## src/rtl/addn_seq_if.sv

```systemverilog
// Handshake and add16 limb bus for addn_seq; LIMBS sets the wide operand width.
// Optional out_ovf member exists only when ADDN_SEQ_OVF_EN is defined.
interface addn_seq_if #(
    parameter int LIMBS = 4
);
    localparam int W = 16 * LIMBS;

    logic         in_valid;
    logic         in_ready;
    logic [W-1:0] in_a;
    logic [W-1:0] in_b;
    logic         in_cin;

    logic [15:0]  add_a;
    logic [15:0]  add_b;
    logic         add_cin;
    logic [15:0]  add_sum;
    logic         add_cout;

    logic         out_valid;
    logic         out_ready;
    logic [W-1:0] out_sum;
    logic         out_cout;
`ifdef ADDN_SEQ_OVF_EN
    logic         out_ovf;
`endif

    // The sequencer itself: consumes operands and add16 results.
    modport slave (
        input  in_valid, in_a, in_b, in_cin, add_sum, add_cout, out_ready,
        output in_ready, add_a, add_b, add_cin, out_valid, out_sum, out_cout
`ifdef ADDN_SEQ_OVF_EN
        , output out_ovf
`endif
    );

    // Operand producer, result consumer and external add16 together.
    modport master (
        output in_valid, in_a, in_b, in_cin, add_sum, add_cout, out_ready,
        input  in_ready, add_a, add_b, add_cin, out_valid, out_sum, out_cout
`ifdef ADDN_SEQ_OVF_EN
        , input out_ovf
`endif
    );
endinterface

```

## src/rtl/addn_seq.sv

```systemverilog
// Multi-limb sequencer driving an external 16-bit add16, LSB limb first, carry chained.
// Define ADDN_SEQ_OVF_EN to add the registered signed-overflow flag out_ovf.
module addn_seq #(
    parameter int LIMBS = 4
) (
    input  logic       clk,
    input  logic       rst_n,
    addn_seq_if.slave  bus
);
    localparam int W     = 16 * LIMBS;
    localparam int IDX_W = (LIMBS > 1) ? $clog2(LIMBS) : 1;

    localparam logic [1:0] S_IDLE = 2'd0;
    localparam logic [1:0] S_RUN  = 2'd1;
    localparam logic [1:0] S_DONE = 2'd2;

    localparam logic [IDX_W-1:0] IDX_LAST = IDX_W'(LIMBS - 1);

    logic [1:0]       state_q, state_d;
    logic [IDX_W-1:0] idx_q, idx_d;
    logic [W-1:0]     a_q, a_d;
    logic [W-1:0]     b_q, b_d;
    logic [W-1:0]     res_q, res_d;
    logic             carry_q, carry_d;
`ifdef ADDN_SEQ_OVF_EN
    // Operand sign bits are shifted out of a_q/b_q, so keep them aside.
    logic             sa_q, sa_d;
    logic             sb_q, sb_d;
    logic             ovf_q, ovf_d;
`endif

    logic run, done;
    assign run  = (state_q == S_RUN);
    assign done = (state_q == S_DONE);

    always_comb begin
        // NOTE: every variable gets its hold value first so no path leaves it unassigned (no latch).
        state_d = state_q;
        idx_d   = idx_q;
        a_d     = a_q;
        b_d     = b_q;
        res_d   = res_q;
        carry_d = carry_q;
`ifdef ADDN_SEQ_OVF_EN
        sa_d    = sa_q;
        sb_d    = sb_q;
        ovf_d   = ovf_q;
`endif
        case (state_q)
            S_IDLE: begin
                if (bus.in_valid) begin
                    a_d     = bus.in_a;
                    b_d     = bus.in_b;
                    carry_d = bus.in_cin;
                    idx_d   = '0;
                    state_d = S_RUN;
`ifdef ADDN_SEQ_OVF_EN
                    sa_d    = bus.in_a[W-1];
                    sb_d    = bus.in_b[W-1];
`endif
                end
            end
            S_RUN: begin
                res_d[16*idx_q +: 16] = bus.add_sum;
                carry_d = bus.add_cout;
                a_d     = a_q >> 16;
                b_d     = b_q >> 16;
                if (idx_q == IDX_LAST) begin
                    idx_d   = '0;
                    state_d = S_DONE;
`ifdef ADDN_SEQ_OVF_EN
                    // Bit 15 of the top limb's sum is sum[W-1].
                    ovf_d   = (sa_q == sb_q) && (bus.add_sum[15] != sa_q);
`endif
                end else begin
                    idx_d = idx_q + 1'b1;
                end
            end
            S_DONE: begin
                if (bus.out_ready) begin
                    state_d = S_IDLE;
                end
            end
            default: state_d = S_IDLE;
        endcase
    end

    always_ff @(posedge clk or negedge rst_n) begin
        if (!rst_n) begin
            state_q <= S_IDLE;
            idx_q   <= '0;
            a_q     <= '0;
            b_q     <= '0;
            res_q   <= '0;
            carry_q <= 1'b0;
`ifdef ADDN_SEQ_OVF_EN
            sa_q    <= 1'b0;
            sb_q    <= 1'b0;
            ovf_q   <= 1'b0;
`endif
        end else begin
            // NOTE: non-blocking so every register samples pre-edge values regardless of statement order.
            state_q <= state_d;
            idx_q   <= idx_d;
            a_q     <= a_d;
            b_q     <= b_d;
            res_q   <= res_d;
            carry_q <= carry_d;
`ifdef ADDN_SEQ_OVF_EN
            sa_q    <= sa_d;
            sb_q    <= sb_d;
            ovf_q   <= ovf_d;
`endif
        end
    end

    // add16 sees only register outputs, so its path starts right at the clock edge.
    assign bus.in_ready  = (state_q == S_IDLE);
    assign bus.add_a     = run ? a_q[15:0] : 16'h0;
    assign bus.add_b     = run ? b_q[15:0] : 16'h0;
    assign bus.add_cin   = run & carry_q;
    assign bus.out_valid = done;
    assign bus.out_sum   = done ? res_q : '0;
    assign bus.out_cout  = done & carry_q;
`ifdef ADDN_SEQ_OVF_EN
    assign bus.out_ovf   = done & ovf_q;
`endif
endmodule

```

## src/flat_wrapper.sv

```systemverilog
// flat-port wrapper written by rule: the top's interface ports become plain ports
module addn_seq_flat 
#(
    parameter int LIMBS = 4
)
  (clk, rst_n, bus_in_valid, bus_in_a, bus_in_b, bus_in_cin, bus_add_sum, bus_add_cout, bus_out_ready, bus_in_ready, bus_add_a, bus_add_b, bus_add_cin, bus_out_valid, bus_out_sum, bus_out_cout);
  addn_seq_if #(.LIMBS(LIMBS)) bus_i ();
  input  logic clk;
  input  logic rst_n;
  input wire logic [$bits(bus_i.in_valid)-1:0] bus_in_valid;
  input wire logic [$bits(bus_i.in_a)-1:0] bus_in_a;
  input wire logic [$bits(bus_i.in_b)-1:0] bus_in_b;
  input wire logic [$bits(bus_i.in_cin)-1:0] bus_in_cin;
  input wire logic [$bits(bus_i.add_sum)-1:0] bus_add_sum;
  input wire logic [$bits(bus_i.add_cout)-1:0] bus_add_cout;
  input wire logic [$bits(bus_i.out_ready)-1:0] bus_out_ready;
  output wire logic [$bits(bus_i.in_ready)-1:0] bus_in_ready;
  output wire logic [$bits(bus_i.add_a)-1:0] bus_add_a;
  output wire logic [$bits(bus_i.add_b)-1:0] bus_add_b;
  output wire logic [$bits(bus_i.add_cin)-1:0] bus_add_cin;
  output wire logic [$bits(bus_i.out_valid)-1:0] bus_out_valid;
  output wire logic [$bits(bus_i.out_sum)-1:0] bus_out_sum;
  output wire logic [$bits(bus_i.out_cout)-1:0] bus_out_cout;
  assign bus_i.in_valid = bus_in_valid;
  assign bus_i.in_a = bus_in_a;
  assign bus_i.in_b = bus_in_b;
  assign bus_i.in_cin = bus_in_cin;
  assign bus_i.add_sum = bus_add_sum;
  assign bus_i.add_cout = bus_add_cout;
  assign bus_i.out_ready = bus_out_ready;
  assign bus_in_ready = bus_i.in_ready;
  assign bus_add_a = bus_i.add_a;
  assign bus_add_b = bus_i.add_b;
  assign bus_add_cin = bus_i.add_cin;
  assign bus_out_valid = bus_i.out_valid;
  assign bus_out_sum = bus_i.out_sum;
  assign bus_out_cout = bus_i.out_cout;
  addn_seq #(.LIMBS(LIMBS)) u_core (.clk(clk), .rst_n(rst_n), .bus(bus_i));
endmodule
```

## config.mk

```make
export PLATFORM = sky130hd
export DESIGN_NAME = addn_seq_flat
export DESIGN_NICKNAME = d
export VERILOG_FILES = /design/src/rtl/addn_seq_if.sv /design/src/rtl/addn_seq.sv /design/src/flat_wrapper.sv
export SDC_FILE = /design/constraint.sdc
export NUM_CORES = 1
export LEC_CHECK = 0
export BUFFER_PORTS_ARGS = -buffer_cell sky130_fd_sc_hd__buf_2
export CAP_MARGIN = 10
export CORE_UTILIZATION = 55
export CTS_BUF_LIST = sky130_fd_sc_hd__clkbuf_4 sky130_fd_sc_hd__clkbuf_8
export DETAILED_ROUTE_END_ITERATION = 16
export HOLD_SLACK_MARGIN = 0.15
export PLACE_DENSITY = 0.83
export SLEW_MARGIN = 20
export SYNTH_ARGS = -nofsm -noshare
export SYNTH_HDL_FRONTEND = slang
export SYNTH_SLANG_ARGS = --single-unit
```

## constraint.sdc

```tcl
create_clock -name clk -period 2.1 [get_ports clk]
set_clock_uncertainty 0.05 [all_clocks]
set_input_delay 0.42 -clock clk [delete_from_list [all_inputs] [get_ports clk]]
set_output_delay 0.42 -clock clk [all_outputs]
set_load 0.1 [all_outputs]
```

==> impl_metrics.py <==
metrics = {
    "final_layout": {
        "final_cell_mix": "196 x dfrtp_1, 148 x buf_2, 146 x nand2_1",
        "utilization_pct": 84.4,
        "layout.cells.non_filler": 1495,
        "drive_gt1_share_pct": 34.4,
        "final_common_cell": "dfrtp_1",
        "design_area_um2": 14200,
        "fin_nets": 1413,
        "syn2layout_area_growth_pct": 48.0,
    },
    "sta": {
        "slew_violations": 0,
        "timing.hold.ws_ps": 152,
        "tightest_slew_ps": 828,
        "fmax_ghz": 0.436,
        "finalHoldViolCount": 0,
        "fin_setup_tns_ps": -14790,
        "finalCritPeriodShare_pct": 109,
        "setup_violations": 99,
        "rsz0062_at_grt": "true",
        "slew_headroom_pct": 44.8,
        "finalWorstSetupSlack_ps": -191,
        "post-route-min-period_ps": 2290,
    },
    "yosys": {
        "yosys_warnings": 0,
        "seq_area_frac_synth_pct": 51.6,
        "syn-num-nets": 1115,
        "synth_ff_type": "dfrtp_1",
        "netlist_area_um2": 9560,
        "synthCells": 959,
        "synth.distinct_cells": 34,
        "synth_seq_cells": 197,
        "synth_edf_count": 0,
        "async_flop_share_pct": 100,
        "postSynthAreaPerCell_um2": 9.97,
    },
    "worst_setup_path": {
        "critPathMaxFanout": 28,
        "start_kind": "flip-flop",
        "arrival_ps": 1820,
        "end_kind": "output port",
        "crit_type": "reg2out",
        "required_ps": 1630,
        "reg2reg_slack_ps": 100,
    },
    "die": {
        "ioPinCount": 250,
        "coreArea_um2": 16800,
        "chipHeight_um": 134,
        "rows": 47,
        "initial_core_util_pct": 57.1,
        "die-area_um2": 17900,
        "dieWidth_um": 134,
    },
    "min_path": {
        "hp-class": "in2reg",
    },
    "clock_network": {
        "clk_latency_ps": 480,
        "clock-sinks": 197,
        "cts_root_buffer": "clkbuf_8",
        "h-tree-depth": 4,
        "clk_pin_slew_ps": 90,
        "cts_max_path_buffers": 2,
        "cts_buffers": 17,
        "cts_tree": "built",
    },
    "grt": {
        "track_usage_pct": 35.9,
        "antenna_found_initial": 4,
        "grt_pass1_wl_um": 49500,
        "grt_max_degree": 101,
        "grt_pass1_vias": 9072,
        "grt_overflow": 0,
    },
    "power_and_ir_drop": {
        "ir_worst_vdd_mv": 1.20,
        "p_leak_nw": 6.50,
        "finalPower_mw": 19.4,
        "power_density_nw_per_um2": 1370,
    },
    "route": {
        "drc": 0,
        "ant_nets": 0,
        "firstDrtPassIters": 6,
        "wl_um": 33400,
        "vias": 9382,
        "via_per_inst": 6.28,
        "initialDrtViolationCount": 1326,
        "avgRoutedWirePerCell_um": 22.3,
    },
    "job": {
        "maxCapViolCount": 0,
    },
    "run_status": {
        "failed_checks": "negative setup slack",
        "outcome": "finished, violations left",
    },
    "placed_design": {
        "place_congestion": 0.827,
        "dpl.cell_count": 1374,
        "dpl.hpwl_um": 19600,
        "portBuffers": 249,
        "dp_slack_ps": 240,
        "postPlaceCellArea_um2": 12700,
    },
}
[layer usage]
| metal | up-vias | GRT usage, % | share of wire (%) |
|---|---|---|---|
| met5 | - | 0 | 0 |
| met4 | 0 | 17.9 | 4.9 |
| met3 | 138 | 6.08 | 8.9 |
| met2 | 656 | 57.8 | 49 |
| met1 | 4588 | 47.1 | 37 |
| li1 | 4000 | - | - |
[logic make-up (layout without fill, tap and decap cells)]
kind of cell             count (synthesis)  count (layout)  share of synthesized area (%)
buffers and inverters                   88             399                           4.23
other                                    0               5                              0
AO/OA/AOI/OAI                          198             198                           15.8
adder cells (fa/ha/maj)                  6               6                          0.785
flip-flops                             197             197                           51.6
AND/OR/NAND/NOR                        470             470                           27.6
[flip-flops by register name (all words and copies together), names as in the netlist]
| register | cells |
|---|---|
| u_core.state_q | 2 |
| u_core.carry_q | 1 |
| u_core.res_q | 64 |
| u_core.b_q | 64 |
| u_core.a_q | 64 |
| u_core.idx_q | 2 |
[worst max-delay path, stage by stage, from the launching register on]
cell and delay (ps):
dfrtp_1 430, and2b_4 350, buf_12 200, and2_4 180, buf_12 170
[final timing paths]
| kind | endpoint | cells past startpoint | startpoint |
|---|---|---|---|
| max | bus_out_sum[58] | 4 | u_core.state_q[0]$_DFFE_PN0P_ |
| min | u_core.a_q[14]$_DFFE_PN0P_ | 3 | bus_in_a[14] |
| max reg2reg | u_core.b_q[14]$_DFFE_PN0P_ | 7 | u_core.state_q[1]$_DFFE_PN0P_ |
| min reg2reg | u_core.res_q[8]$_DFFE_PN0P_ | 2 | u_core.res_q[8]$_DFFE_PN0P_ |
| max in group asynchronous | u_core.b_q[1]$_DFFE_PN0P_ | 3 | rst_n |
| min in group asynchronous | u_core.res_q[24]$_DFFE_PN0P_ | 2 | rst_n |
[synth_stat cells, types with 2 or more instances]
| library cell | instances | area (um2) |
|---|---|---|
| inv_1 | 3 | 11.3 |
| buf_1 | 2 | 7.51 |
| nand2b_1 | 7 | 43.8 |
| nand3_1 | 98 | 490 |
| o21ai_1 | 5 | 25.0 |
| nand2_1 | 146 | 548 |
| ha_1 | 6 | 75.1 |
| and2_1 | 98 | 613 |
| nand3b_1 | 99 | 743 |
| a22oi_1 | 97 | 728 |
| buf_6 | 2 | 22.5 |
| buf_4 | 5 | 37.5 |
| a22o_1 | 72 | 631 |
| clkbuf_1 | 44 | 165 |
| buf_2 | 31 | 155 |
| nor2_1 | 3 | 11.3 |
| dfrtp_1 | 197 | 4930 |
| o21ai_0 | 21 | 105 |
| nor2b_1 | 7 | 43.8 |
| nand3b_2 | 2 | 22.5 |
[power breakdown]
part | internal (mW) | switching, mW
logic | 4.11 | 6.13
clock network | 1.24 | 1.41
registers | 5.19 | 1.30
total | 10.5 | 8.84
[what timing repair did]
item | in CTS | in global routing
pin swaps | 14 | 23
buffers inserted | 7 | 1
hold buffers | 73 | 0
cloned | 2 | 3
setup endpoints to repair | 98 | 99
gates resized for setup | 34 | 58
hold endpoints to repair | 103 | 0
[area by class of cell]
cell class                      instances  area, um2
Inverter                                3       11.3
Clock inverter                         13        168
Fill cell                             808       2610
Tap cell                              220        275
Sequential cell                       197       4930
Antenna cell                            5       12.5
Timing Repair Buffer                  364       3990
Clock buffer                           19        255
Multi-Input combinational cell        674       4510
No activity file was read; power rests on OpenSTA's default activity.
